===== src/rtl/affine_pkg.sv =====
// Shared definitions for the affine sequencer and its external ALU:
// state encoding and ALU function codes.
package affine_pkg;

  localparam int unsigned STATE_W = 4;

  typedef enum logic [STATE_W-1:0] {
    IDLE, M11, M12, A1, B1, M21, M22, A2, B2, DONE
  } state_t;

  localparam logic RADD = 1'b0;
  localparam logic RMUL = 1'b1;

  // States in which a transform is running on the ALU
  function automatic logic is_busy(input state_t s);
    return (s inside {M11, M12, A1, B1, M21, M22, A2, B2});
  endfunction

endpackage


===== src/rtl/affine_seq.sv =====
// Sequences a 2-D affine transform (A*p + b) through a single shared,
// external ALU: four Q1.7 multiplies and four wrapping adds, one per cycle.
module affine_seq
  import affine_pkg::*;
#(
  parameter int unsigned n = 8
) (
  input  logic         clk,
  input  logic         nReset,
  input  logic         start,
  input  logic [n-1:0] x_in,
  input  logic [n-1:0] y_in,
  input  logic [n-1:0] a11,
  input  logic [n-1:0] a12,
  input  logic [n-1:0] a21,
  input  logic [n-1:0] a22,
  input  logic [n-1:0] b1,
  input  logic [n-1:0] b2,
  output logic [n-1:0] alu_a,
  output logic [n-1:0] alu_b,
  output logic         alu_func,
  input  logic [n-1:0] alu_result,
  output logic         busy,
  output logic         done,
  output logic [n-1:0] x_out,
  output logic [n-1:0] y_out
);

  state_t state, state_next;

  logic [n-1:0] cap_x, cap_y, cap_a11, cap_a12, cap_a21, cap_a22, cap_b1, cap_b2;
  logic [n-1:0] acc, tmp;

  // State register, operand capture and result write-back
  always_ff @(posedge clk or negedge nReset) begin
    if (!nReset) begin
      state   <= IDLE;
      busy    <= 1'b0;
      done    <= 1'b0;
      x_out   <= '0;
      y_out   <= '0;
      acc     <= '0;
      tmp     <= '0;
      cap_x   <= '0;
      cap_y   <= '0;
      cap_a11 <= '0;
      cap_a12 <= '0;
      cap_a21 <= '0;
      cap_a22 <= '0;
      cap_b1  <= '0;
      cap_b2  <= '0;
    end else begin
      state <= state_next;
      busy  <= is_busy(state_next);
      done  <= (state_next == DONE);
      case (state)
        IDLE: begin
          if (start) begin
            cap_x   <= x_in;
            cap_y   <= y_in;
            cap_a11 <= a11;
            cap_a12 <= a12;
            cap_a21 <= a21;
            cap_a22 <= a22;
            cap_b1  <= b1;
            cap_b2  <= b2;
          end
        end
        M11, A1, M21, A2: acc   <= alu_result;
        M12, M22:         tmp   <= alu_result;
        B1:               x_out <= alu_result;
        B2:               y_out <= alu_result;
        default: ;
      endcase
    end
  end

  // Next-state and ALU operand/function selection
  always_comb begin
    state_next = state;
    alu_a      = '0;
    alu_b      = '0;
    alu_func   = RADD;
    case (state)
      IDLE: if (start) state_next = M11;
      M11: begin
        state_next = M12;
        alu_a      = cap_x;
        alu_b      = cap_a11;
        alu_func   = RMUL;
      end
      M12: begin
        state_next = A1;
        alu_a      = cap_y;
        alu_b      = cap_a12;
        alu_func   = RMUL;
      end
      A1: begin
        state_next = B1;
        alu_a      = acc;
        alu_b      = tmp;
      end
      B1: begin
        state_next = M21;
        alu_a      = acc;
        alu_b      = cap_b1;
      end
      M21: begin
        state_next = M22;
        alu_a      = cap_x;
        alu_b      = cap_a21;
        alu_func   = RMUL;
      end
      M22: begin
        state_next = A2;
        alu_a      = cap_y;
        alu_b      = cap_a22;
        alu_func   = RMUL;
      end
      A2: begin
        state_next = B2;
        alu_a      = acc;
        alu_b      = tmp;
      end
      B2: begin
        state_next = DONE;
        alu_a      = acc;
        alu_b      = cap_b2;
      end
      DONE:    state_next = IDLE;
      default: state_next = IDLE;
    endcase
  end

endmodule

===== config.mk =====
export PLATFORM = sky130hd
export DESIGN_NAME = affine_seq
export DESIGN_NICKNAME = d
export VERILOG_FILES = /design/src/rtl/affine_pkg.sv /design/src/rtl/affine_seq.sv
export SDC_FILE = /design/constraint.sdc
export NUM_CORES = 1
export LEC_CHECK = 0
export BUFFER_PORTS_ARGS = -buffer_cell sky130_fd_sc_hd__buf_2
export CAP_MARGIN = 20
export CORE_MARGIN = 1.5
export CORE_UTILIZATION = 40
export DETAILED_ROUTE_END_ITERATION = 6
export MAX_ROUTING_LAYER = met4
export SLEW_MARGIN = 5
export SYNTH_ARGS = -nofsm -noshare
export SYNTH_HDL_FRONTEND = slang
export SYNTH_SLANG_ARGS = --single-unit

===== constraint.sdc =====
create_clock -name clk -period 4.25 [get_ports clk]
set_input_delay 0.425 -clock clk [delete_from_list [all_inputs] [get_ports clk]]
set_output_delay 0.425 -clock clk [all_outputs]
set_load 0.01 [all_outputs]

==> results of run 1 <==
==> power by group through the flow <==
| stage | registers, mW | clock network, mW | logic [mW] |
|---|---|---|---|
| 3_5_place_dp | 1.86 | 0 | 1.93 |
| 2_1_floorplan | 1.71 | 0 | 1.48 |
| 3_3_place_gp | 1.84 | 0 | 1.89 |
| 4_1_cts | 1.85 | 0.787 | 1.93 |
| 6_report | 1.85 | 0.763 | 1.91 |
| 5_1_grt | 1.92 | 0.823 | 2.09 |
==> cells in the mapped netlist, types with 3 or more instances <==
cell type | number | share of area
nand3_1 | 4 | 0.0043
and3b_1 | 6 | 0.011
a222oi_1 | 8 | 0.017
clkbuf_1 | 3 | 0.0024
nor2_1 | 4 | 0.0032
buf_6 | 9 | 0.022
buf_2 | 10 | 0.011
a32oi_1 | 6 | 0.011
mux2_2 | 101 | 0.24
o21ai_0 | 11 | 0.012
buf_4 | 6 | 0.0096
nand2_1 | 13 | 0.010
dfrtp_1 | 102 | 0.54
a21oi_1 | 5 | 0.0053
nand3b_1 | 6 | 0.0096
nor2b_1 | 7 | 0.0093
==> cells by family (layout without fill, tap and decap cells) <==
kind of cell           after synthesis  after routing  share of synthesized area
other                                0              1                          0
AO/OA/AOI/OAI                       46             46                    0.07446
buffers and inverters               28            132                    0.04430
multiplexers                       102            102                     0.2450
AND/OR/NAND/NOR                     60             60                    0.08807
flip-flops                         102            102                     0.5444
XOR/XNOR                             2              2                   0.003737
==> layout make-up <==
cell class,count,area (sq um)
multi-input cells,210,1959
well taps,143,178.9
clock buffers,11,242.7
clock inverters,4,31.28
fillers,1041,5843
diodes,1,2.502
flip-flops and latches,102,2552
repair buffers,117,608.1
==> through the flow <==
step / hold WS [ns] / worst slack (ns) / area [sq um]
floorplan: 0.1294 / 2.391 / 4688
global placement: 0.4683 / 1.519 / 5299
detailed placement: 0.4803 / 1.431 / 5299
CTS: 0.2446 / 1.094 / 5573
global route: 0.2778 / 0.8868 / 5575
finish: 0.2055 / 1.100 / 5575
==> layer usage <==
metal | share of wire | track usage | up-vias | routed length [um]
met4 | 0.0093 | 0.05063 | 0 | 100
met1 | 0.47 | 0.2415 | 1538 | 5049
met2 | 0.47 | 0.2945 | 83 | 5105
met3 | 0.051 | 0.04702 | 12 | 550
met5 | 0 | - | - | 0
li1 | - | - | 1462 | -
==> worst min path at each step <==
stage,endpoint,slack (ns),startpoint,depth (start not counted)
6_report,cap_a11[7]$_DFFE_PN0P_,0.21,nReset,1
5_1_grt,cap_a11[3]$_DFFE_PN0P_,0.28,nReset,1
4_1_cts,cap_a22[7]$_DFFE_PN0P_,0.24,nReset,1
3_5_place_dp,x_out[6]$_DFFE_PN0N_,0.48,x_out[6]$_DFFE_PN0N_,1
3_3_place_gp,x_out[6]$_DFFE_PN0N_,0.47,x_out[6]$_DFFE_PN0N_,1
2_1_floorplan,acc[0]$_DFFE_PN0P_,0.13,nReset,0
==> summary.md, run 1 <==
| Metric | Value |
|---|---|
| Commonest non-fill, non-tap cell in the layout | `buf_2` |
| Worst Setup Start Kind | `flop` |
| Synth-to-layout area growth | `18.92%` |
| Post-synth top flop | `dfrtp_1` |
| Final Wtd Congestion | `0.7529` |
| CTS Hold Buffers Added | `0` |
| Worst min path class | `in -> async` |
| Period minus WS final | `3.150 ns` |
| Vias | `3095` |
| Die width | `111.3 um` |
| Sequential power share | `0.409` |
| Reg2reg start | `state[1]$_DFF_PN0_` |
| Critical Path Fanout Max | `21` |
| Largest net degree at the start of global routing | `72` |
| Critical path type | `reg -> out` |
| Critical Path Source | `state[0]$_DFF_PN0_` |
| I/O pin count | `110` |
| RSZ-0062 raised after global routing | `false` |
| CP endpoint kind | `output port` |
| Gate count after technology mapping | `340` |
| Die H | `111.3 um` |
| Synth unique cells | `44` |
| Commonest non-fill, non-tap cells in the layout | `buf_2, dfrtp_1, mux2_2` |
| Clock sink count | `102` |
| DRC | `0` |
| Register clock-pin slew on the reported worst setup and hold paths | `0.07 ns` |
| First-pass DRT Iterations | `4` |
| Dpl cells | `572` |
| Initial Util | `0.4106` |
| Root Buffer | `clkbuf_16` |
| Global route overflow | `0` |
| Syn Nets | `415` |
| GR Util All Layers | `0.1868` |
| Async SR Flop Fraction | `1.000` |
| Row count | `39` |
| Max Clk Rate | `317.5 MHz` |
| Slowest cell on crit path | `nor2b_1` |
| Worst-margin pin slew | `1.049 ns` |
| Final ANT Viol Nets | `0` |
| Lkg Pwr | `2.538 nW` |
| HPWL Detailed | `7.451 mm` |
| Postcts setup bufs | `0` |
| Final Util | `0.4883` |
| Share of layout cells above drive strength 1 | `0.5405` |
| Worst Reg-to-Reg Cells | `3` |
| # nets final | `515` |
| DR iter-0 viols | `125` |
| WL per Instance | `18.38 um` |
| CP Cell Sequence | `nor2b_1, a21oi_1, o221ai_1, buf_2` |
| CTS resizes | `0` |
| Core Region | `0.01142 sq mm` |
| CP endpoint | `alu_b[0]` |
| Logic pwr share | `0.422` |
| VDD IR max | `0.0004001 V` |
| Vias per cell | `5.264` |
| IO Port Bufs | `109` |
| Total Wirelength | `10.81 mm` |
| Clock Power Share | `0.169` |
| Pwr Total | `4.520 mW` |
| Outcome | `finished clean` |
| Worst EP required | `3.83 ns` |
| Final hold vios | `0` |
| Critical path depth in cells | `4` |
| Max-cap violations | `0` |
| Worst EP arrival | `2.72 ns` |
| Fin crit share | `0.7411` |
| Yosys warnings | `0` |
| TNS Setup | `0 ns` |
| Buf+Inv Stages, Crit Path | `1` |
| Worst rel slew slack | `0.2993` |
| Die area | `0.01238 sq mm` |
| Post-synth EDFFs | `0` |
| H-tree depth | `3` |
| Seq/Total Area, Yosys | `0.5444` |
| Vias in the first global route | `3336` |
| FF+latch count, synth | `102` |
| Worst-Skew Late Latency | `0.34 ns` |
| Syn_area_per_cell | `13.79 sq um` |
| Max Root-Sink Buffers | `2` |
| Switching Share | `0.3543` |
| Num CTS Buffers | `9` |
| Max stage delay on crit path | `0.91 ns` |
| Psw | `1.602 mW` |
| Antenna violations before repair | `1` |
| Final setup fails | `0` |
| Non-filler cells, final | `588` |
| Power Density | `810.7 mW/mm^2` |
| Global-route wire length before repair | `17.51 mm` |
| Mapped Area | `0.004688 sq mm` |
| Reg2reg setup slack | `1.57 ns` |
| RR Endpoint | `cap_y[7]$_DFFE_PN0P_` |
| Skew final | `0.009361 ns` |
| Max-slew violations | `0` |
| CTS tree | `yes` |
| Top delay family on crit path | `simple AND/OR/NAND/NOR gates` |
| Int Power | `2.918 mW` |
No activity file was read; power rests on OpenSTA's default activity.
==> inputs of run 2 (changes only) <==
- clock period: 4.25 -> 3.07 ns (I/O delays scaled with it)
==> run 2 against run 1 <==
The run now ends with hold timing left. Die area unchanged. Count of clock-buffer cells in the layout unchanged. Total power up 44%. Critical path depth up 1. Global-route usage up 0.43 points. First-iteration DRC count down 4.8%. Cell count up 1.0%. Final area up 2.2%. Largest power group unchanged.
==> summary.md, run 2 (synthesis results as in run 1) <==
| Metric | Value |
|---|---|
| Outcome | `finished, violations left` |
| Failing checks | `hold timing` |
| GR Util All Layers | `0.1911` |
| TNS Setup | `0 ns` |
| Core Region | `0.01142 sq mm` |
| Global-route wire length before repair | `17.93 mm` |
| Max Clk Rate | `378.0 MHz` |
| CTS Hold Buffers Added | `0` |
| DRC | `0` |
| Sequential cell area | `0.002552 sq mm` |
| Critical path type | `reg -> out` |
| Die width | `111.3 um` |
| Synth-to-layout area growth | `21.56%` |
| Row count | `39` |
| Initial Util | `0.4106` |
| Critical Path Fanout Max | `18` |
| Die area | `0.01238 sq mm` |
| Final Wtd Congestion | `0.7446` |
| Slowest cell on crit path | `dfrtp_1` |
| Lkg Pwr | `2.600 nW` |
| Critical Path Source | `state[0]$_DFF_PN0_` |
| Max-cap violations | `0` |
| Area of the multi-input gates | `0.001959 sq mm` |
| Max stage delay on crit path | `0.69 ns` |
| Worst EP required | `2.76 ns` |
| WL per Instance | `18.47 um` |
| CP Cell Sequence | `buf_4, mux2_2, a221oi_1, o221ai_1, buf_2` |
| Top delay family on crit path | `flip-flops` |
| CTS resizes | `0` |
| Commonest non-fill, non-tap cells in the layout | `buf_2, dfrtp_1, mux2_2` |
| Dpl cells | `576` |
| Share of layout cells above drive strength 1 | `0.5467` |
| Dpl cell area | `0.005354 sq mm` |
| Largest net degree at the start of global routing | `58` |
| Cell area after layout | `0.005699 sq mm` |
| Final ANT Viol Nets | `0` |
| Fill cells | `1051` |
| Root Buffer | `clkbuf_16` |
| Antenna violations before repair | `1` |
| IO Port Bufs | `109` |
| Global route overflow | `0` |
| RSZ-0062 raised after global routing | `false` |
| CTS tree | `yes` |
| Skew final | `0.005349 ns` |
| Final setup fails | `0` |
| VDD IR max | `0.0005892 V` |
| Fin crit share | `0.8617` |
| Max Root-Sink Buffers | `2` |
| Vias in the first global route | `3343` |
| Worst-Skew Late Latency | `0.34 ns` |
| Worst-margin pin slew | `0.7638 ns` |
| Worst rel slew slack | `0.4908` |
| Worst min path class | `in -> async` |
| Non-filler cells, final | `594` |
| H-tree depth | `3` |
| Commonest non-fill, non-tap cell in the layout | `buf_2` |
| Reg2reg start | `state[1]$_DFF_PN0_` |
| Total Wirelength | `10.97 mm` |
| Final hold vios | `14` |
| Period minus WS final | `2.645 ns` |
| Worst EP arrival | `2.34 ns` |
| Hold slack | `-0.02562 ns` |
| Die H | `111.3 um` |
| Max-slew violations | `0` |
| Worst Setup Start Kind | `flop` |
| Num CTS Buffers | `9` |
| # nets final | `520` |
| Vias | `3170` |
| Vias per cell | `5.337` |
| CP endpoint kind | `output port` |
| Buf+Inv Stages, Crit Path | `2` |
| I/O pin count | `110` |
| HPWL Detailed | `7.649 mm` |
| Power Density | `1143 mW/mm^2` |
| Register clock-pin slew on the reported worst setup and hold paths | `0.07 ns` |
| Clock sink count | `102` |
| Postcts setup bufs | `0` |
| Final Util | `0.4991` |
| DR iter-0 viols | `119` |
| First-pass DRT Iterations | `6` |
## run 2: stage by stage
step                      worst slack, ns  power (mW)
final                              0.4247       6.513
after global routing               0.2160       6.978
after CTS                          0.1885       6.569
after detailed placement           0.5685       5.283
after global placement             0.6233       5.211
after floorplan                     1.329       4.403
## run 2: layout make-up
class | instances | share of cell area
multi-input combinational | 210 | 0.3438
clock inverter | 5 | 0.01559
timing repair buffer | 122 | 0.1183
clock buffer | 11 | 0.04259
sequential | 102 | 0.4479
tap | 143 | 0.03139
antenna | 1 | 0.0004391
## run 2: path summary, 6_finish.rpt
| check | to | slack [ns] | cells after the start |
|---|---|---|---|
| worst min-delay path | cap_b2[3]$_DFFE_PN0P_ | -0.03 | 1 |
| min in group clk | cap_y[6]$_DFFE_PN0P_ | 0.19 | 2 |
| worst min register to register | x_out[6]$_DFFE_PN0N_ | 0.49 | 1 |
| worst max-delay path | alu_b[0] | 0.42 | 5 |
| max in group asynchronous | tmp[5]$_DFFE_PN0N_ | 2.36 | 2 |
| worst max register to register | cap_b2[3]$_DFFE_PN0P_ | 0.76 | 4 |
## run 2: metal layers
metal,track usage,vias to the layer above,wire [um]
li1,-,1476,-
met5,-,-,0
met3,0.04866,9,555
met1,0.2546,1599,5140
met4,0.04051,0,87
met2,0.2978,86,5190
## run 2: report_power, final
group / internal, mW / switching, mW
Sequential: 2.03 / 0.497
Combinational: 1.47 / 1.25
Clock: 0.749 / 0.508
Total: 4.25 / 2.26
==> inputs of run 3 (changes only) <==
- ABC_AREA: unset -> 1
- CTS_BUF_LIST: unset -> sky130_fd_sc_hd__clkbuf_4 sky130_fd_sc_hd__clkbuf_8 sky130_fd_sc_hd__clkbuf_16
==> run 3 against run 2 <==
The flow now finishes without violations. First-iteration DRC count up 63%. Worst hold slack better by 0.21 ns. Setup slack gained 0.14 ns. Final area fell by 1.9%. Die area fell by 1.7%. Core utilization fell by 0.54 points. Sequential power is 7% lower. Via count increased by 22%. Register-to-register slack better by 0.54 ns. Count of clock-buffer cells in the layout fell by 1. Wire length grew 2.0%. Critical path depth up 2.
==> summary.md, run 3 <==
| Metric | Value |
|---|---|
| Die width | `110.3 um` |
| Commonest non-fill, non-tap cell in the layout | `nand2_1` |
| Outcome | `finished clean` |
| DR iter-0 viols | `194` |
| Largest net degree at the start of global routing | `87` |
| Skew final | `0.008019 ns` |
| Worst rel slew slack | `0.4941` |
| Commonest non-fill, non-tap cells in the layout | `nand2_1, buf_2, dfrtp_1` |
| Dpl cell area | `0.005265 sq mm` |
| Fin crit share | `0.8164` |
| Mapped Area | `0.004608 sq mm` |
| Row count | `39` |
| Max-slew violations | `0` |
| Lkg Pwr | `3.179 nW` |
| Gate count after technology mapping | `583` |
| Worst-Skew Late Latency | `0.34 ns` |
| CP Cell Sequence | `inv_1, nor2_1, nand2_1, nor2_1, nor2_1, nand2_1, buf_2` |
| WL per Instance | `13.39 um` |
| Critical Path Fanout Max | `12` |
| Core Region | `0.01132 sq mm` |
| Most frequent cell after synthesis | `nand2_1` |
| Syn Nets | `658` |
| Max Root-Sink Buffers | `2` |
| Hold Crit Start | `y_in[3]` |
| # nets final | `763` |
| Reg2reg start | `state[1]$_DFF_PN0_` |
| VDD IR max | `0.0003528 V` |
| Final ANT Viol Nets | `0` |
| Share of the synthesized area in the top cell type | `0.5539` |
| Num CTS Buffers | `9` |
| Die area | `0.01217 sq mm` |
| RSZ-0062 raised after global routing | `false` |
| CTS tree | `yes` |
| DRC | `0` |
| I/O pin count | `110` |
| Initial Util | `0.4071` |
| Synth area leaders | `dfrtp_1, nand2_1, inv_1, o21ai_1, nor2_1` |
| Total Wirelength | `11.20 mm` |
| CP endpoint kind | `output port` |
| Critical Path Source | `state[0]$_DFF_PN0_` |
| Cell area after layout | `0.005589 sq mm` |
| Die H | `110.3 um` |
| Vias per cell | `4.623` |
| Final Wtd Congestion | `0.8176` |
| Post-synth top flop | `dfrtp_1` |
| Vias in the first global route | `3791` |
| GR Util All Layers | `0.2045` |
| Seq/Total Area, Yosys | `0.5539` |
| Final worst slack | `0.5636 ns` |
| Post-synth EDFFs | `0` |
| Root Buffer | `clkbuf_16` |
| CP endpoint | `alu_b[7]` |
| IO Port Bufs | `109` |
| HPWL Detailed | `8.151 mm` |
| CTS resizes | `0` |
| Share of layout cells above drive strength 1 | `0.2063` |
| Max Clk Rate | `399.0 MHz` |
| Syn_area_per_cell | `7.904 sq um` |
| Power Density | `1037 mW/mm^2` |
| Final hold vios | `0` |
| Final setup fails | `0` |
| Yosys warnings | `0` |
| Synth unique cells | `20` |
| Max stage delay on crit path | `0.59 ns` |
| Most instantiated cells after synthesis | `nand2_1, dfrtp_1, inv_1` |
| Worst Reg-to-Reg Cells | `4` |
| Critical path type | `reg -> out` |
| Reg2reg setup slack | `1.30 ns` |
| Worst min path class | `in -> reg` |
| Max-cap violations | `0` |
| # diodes | `0` |
| FF+latch count, synth | `102` |
| Worst EP required | `2.76 ns` |
| H-tree depth | `3` |
| Period minus WS final | `2.506 ns` |
| First-pass DRT Iterations | `4` |
| Global-route wire length before repair | `18.24 mm` |
| Slowest cell on crit path | `nor2_1` |
| Antenna violations before repair | `0` |
| Register clock-pin slew on the reported worst setup and hold paths | `0.07 ns` |
| Worst Setup Start Kind | `flop` |
| Async SR Flop Fraction | `1.000` |
| Largest area contributor in the netlist | `dfrtp_1` |
| Global route overflow | `0` |
| Synth-to-layout area growth | `21.29%` |
| CP dominant cell by count | `nor2_1` |
| RR Endpoint | `tmp[7]$_DFFE_PN0N_` |
| Vias | `3865` |
| Clock sink count | `102` |
| Setup WS pre-CTS | `0.9026 ns` |
| TNS Setup | `0 ns` |
| Worst EP arrival | `2.20 ns` |
| Worst-margin pin slew | `0.7560 ns` |
==> run 3: stage by stage <==
stage	hold slack, ns	total power [mW]	utilization	instances
2_1_floorplan	0.01141	3.913	-	583
3_3_place_gp	0.4673	4.692	0.4651	818
3_5_place_dp	0.4734	4.744	0.4651	818
4_1_cts	0.1792	5.857	0.4904	834
5_1_grt	0.1949	6.343	0.4937	836
6_report	0.1828	5.798	0.4937	836
==> run 3: worst min path at each step <==
| stage | to | slack, ns | depth (start not counted) |
|---|---|---|---|
| finish | cap_y[3]$_DFFE_PN0P_ | 0.18 | 3 |
| global route | cap_y[3]$_DFFE_PN0P_ | 0.19 | 3 |
| CTS | y_out[4]$_DFFE_PN0N_ | 0.18 | 1 |
| detailed placement | x_out[6]$_DFFE_PN0N_ | 0.47 | 2 |
| global placement | cap_x[0]$_DFFE_PN0P_ | 0.47 | 2 |
| floorplan | acc[0]$_DFFE_PN0P_ | 0.01 | 0 |
==> run 3: per-layer routing <==
layer	wire length [um]	track usage	share of wire
met5	0	-	0
met4	199	0.07784	0.018
met3	431	0.01940	0.038
met2	5035	0.3060	0.45
met1	5531	0.2894	0.49
==> run 3: cell type report <==
| type | count | area [sq um] |
|---|---|---|
| clock inverters | 6 | 53.80 |
| inverters | 89 | 334.1 |
| multi-input cells | 370 | 1614 |
| well taps | 143 | 178.9 |
| clock buffers | 10 | 232.7 |
| fillers | 1176 | 5732 |
| flip-flops and latches | 102 | 2552 |
| repair buffers | 116 | 623.1 |
==> run 3: critical path: cells and delay by family (launching register included) <==
kind | cells | cell delay [ns]
flops | 1 | 0.42
buf+inv | 2 | 0.22
simple gates | 5 | 1.23
==> run 3: kinds of logic after synthesis <==
| logic type | count (synthesis) | synth area share |
|---|---|---|
| simple gates | 271 | 0.2403 |
| buf+inv | 111 | 0.09747 |
| compound gates | 99 | 0.1083 |
| flops | 102 | 0.5539 |
==> run 3: what timing repair did <==
| action | in CTS | in global routing |
|---|---|---|
| hold buffers | 0 | 1 |
| hold endpoints to repair | 0 | 28 |
| setup buffers | 0 | 0 |
==> run 3: power breakdown <==
| part | internal, mW | leakage [nW] | switching, mW |
|---|---|---|---|
| Combinational | 0.847 | 1.80 | 1.50 |
| Sequential | 1.99 | 1.24 | 0.364 |
| Clock | 0.574 | 0.139 | 0.526 |
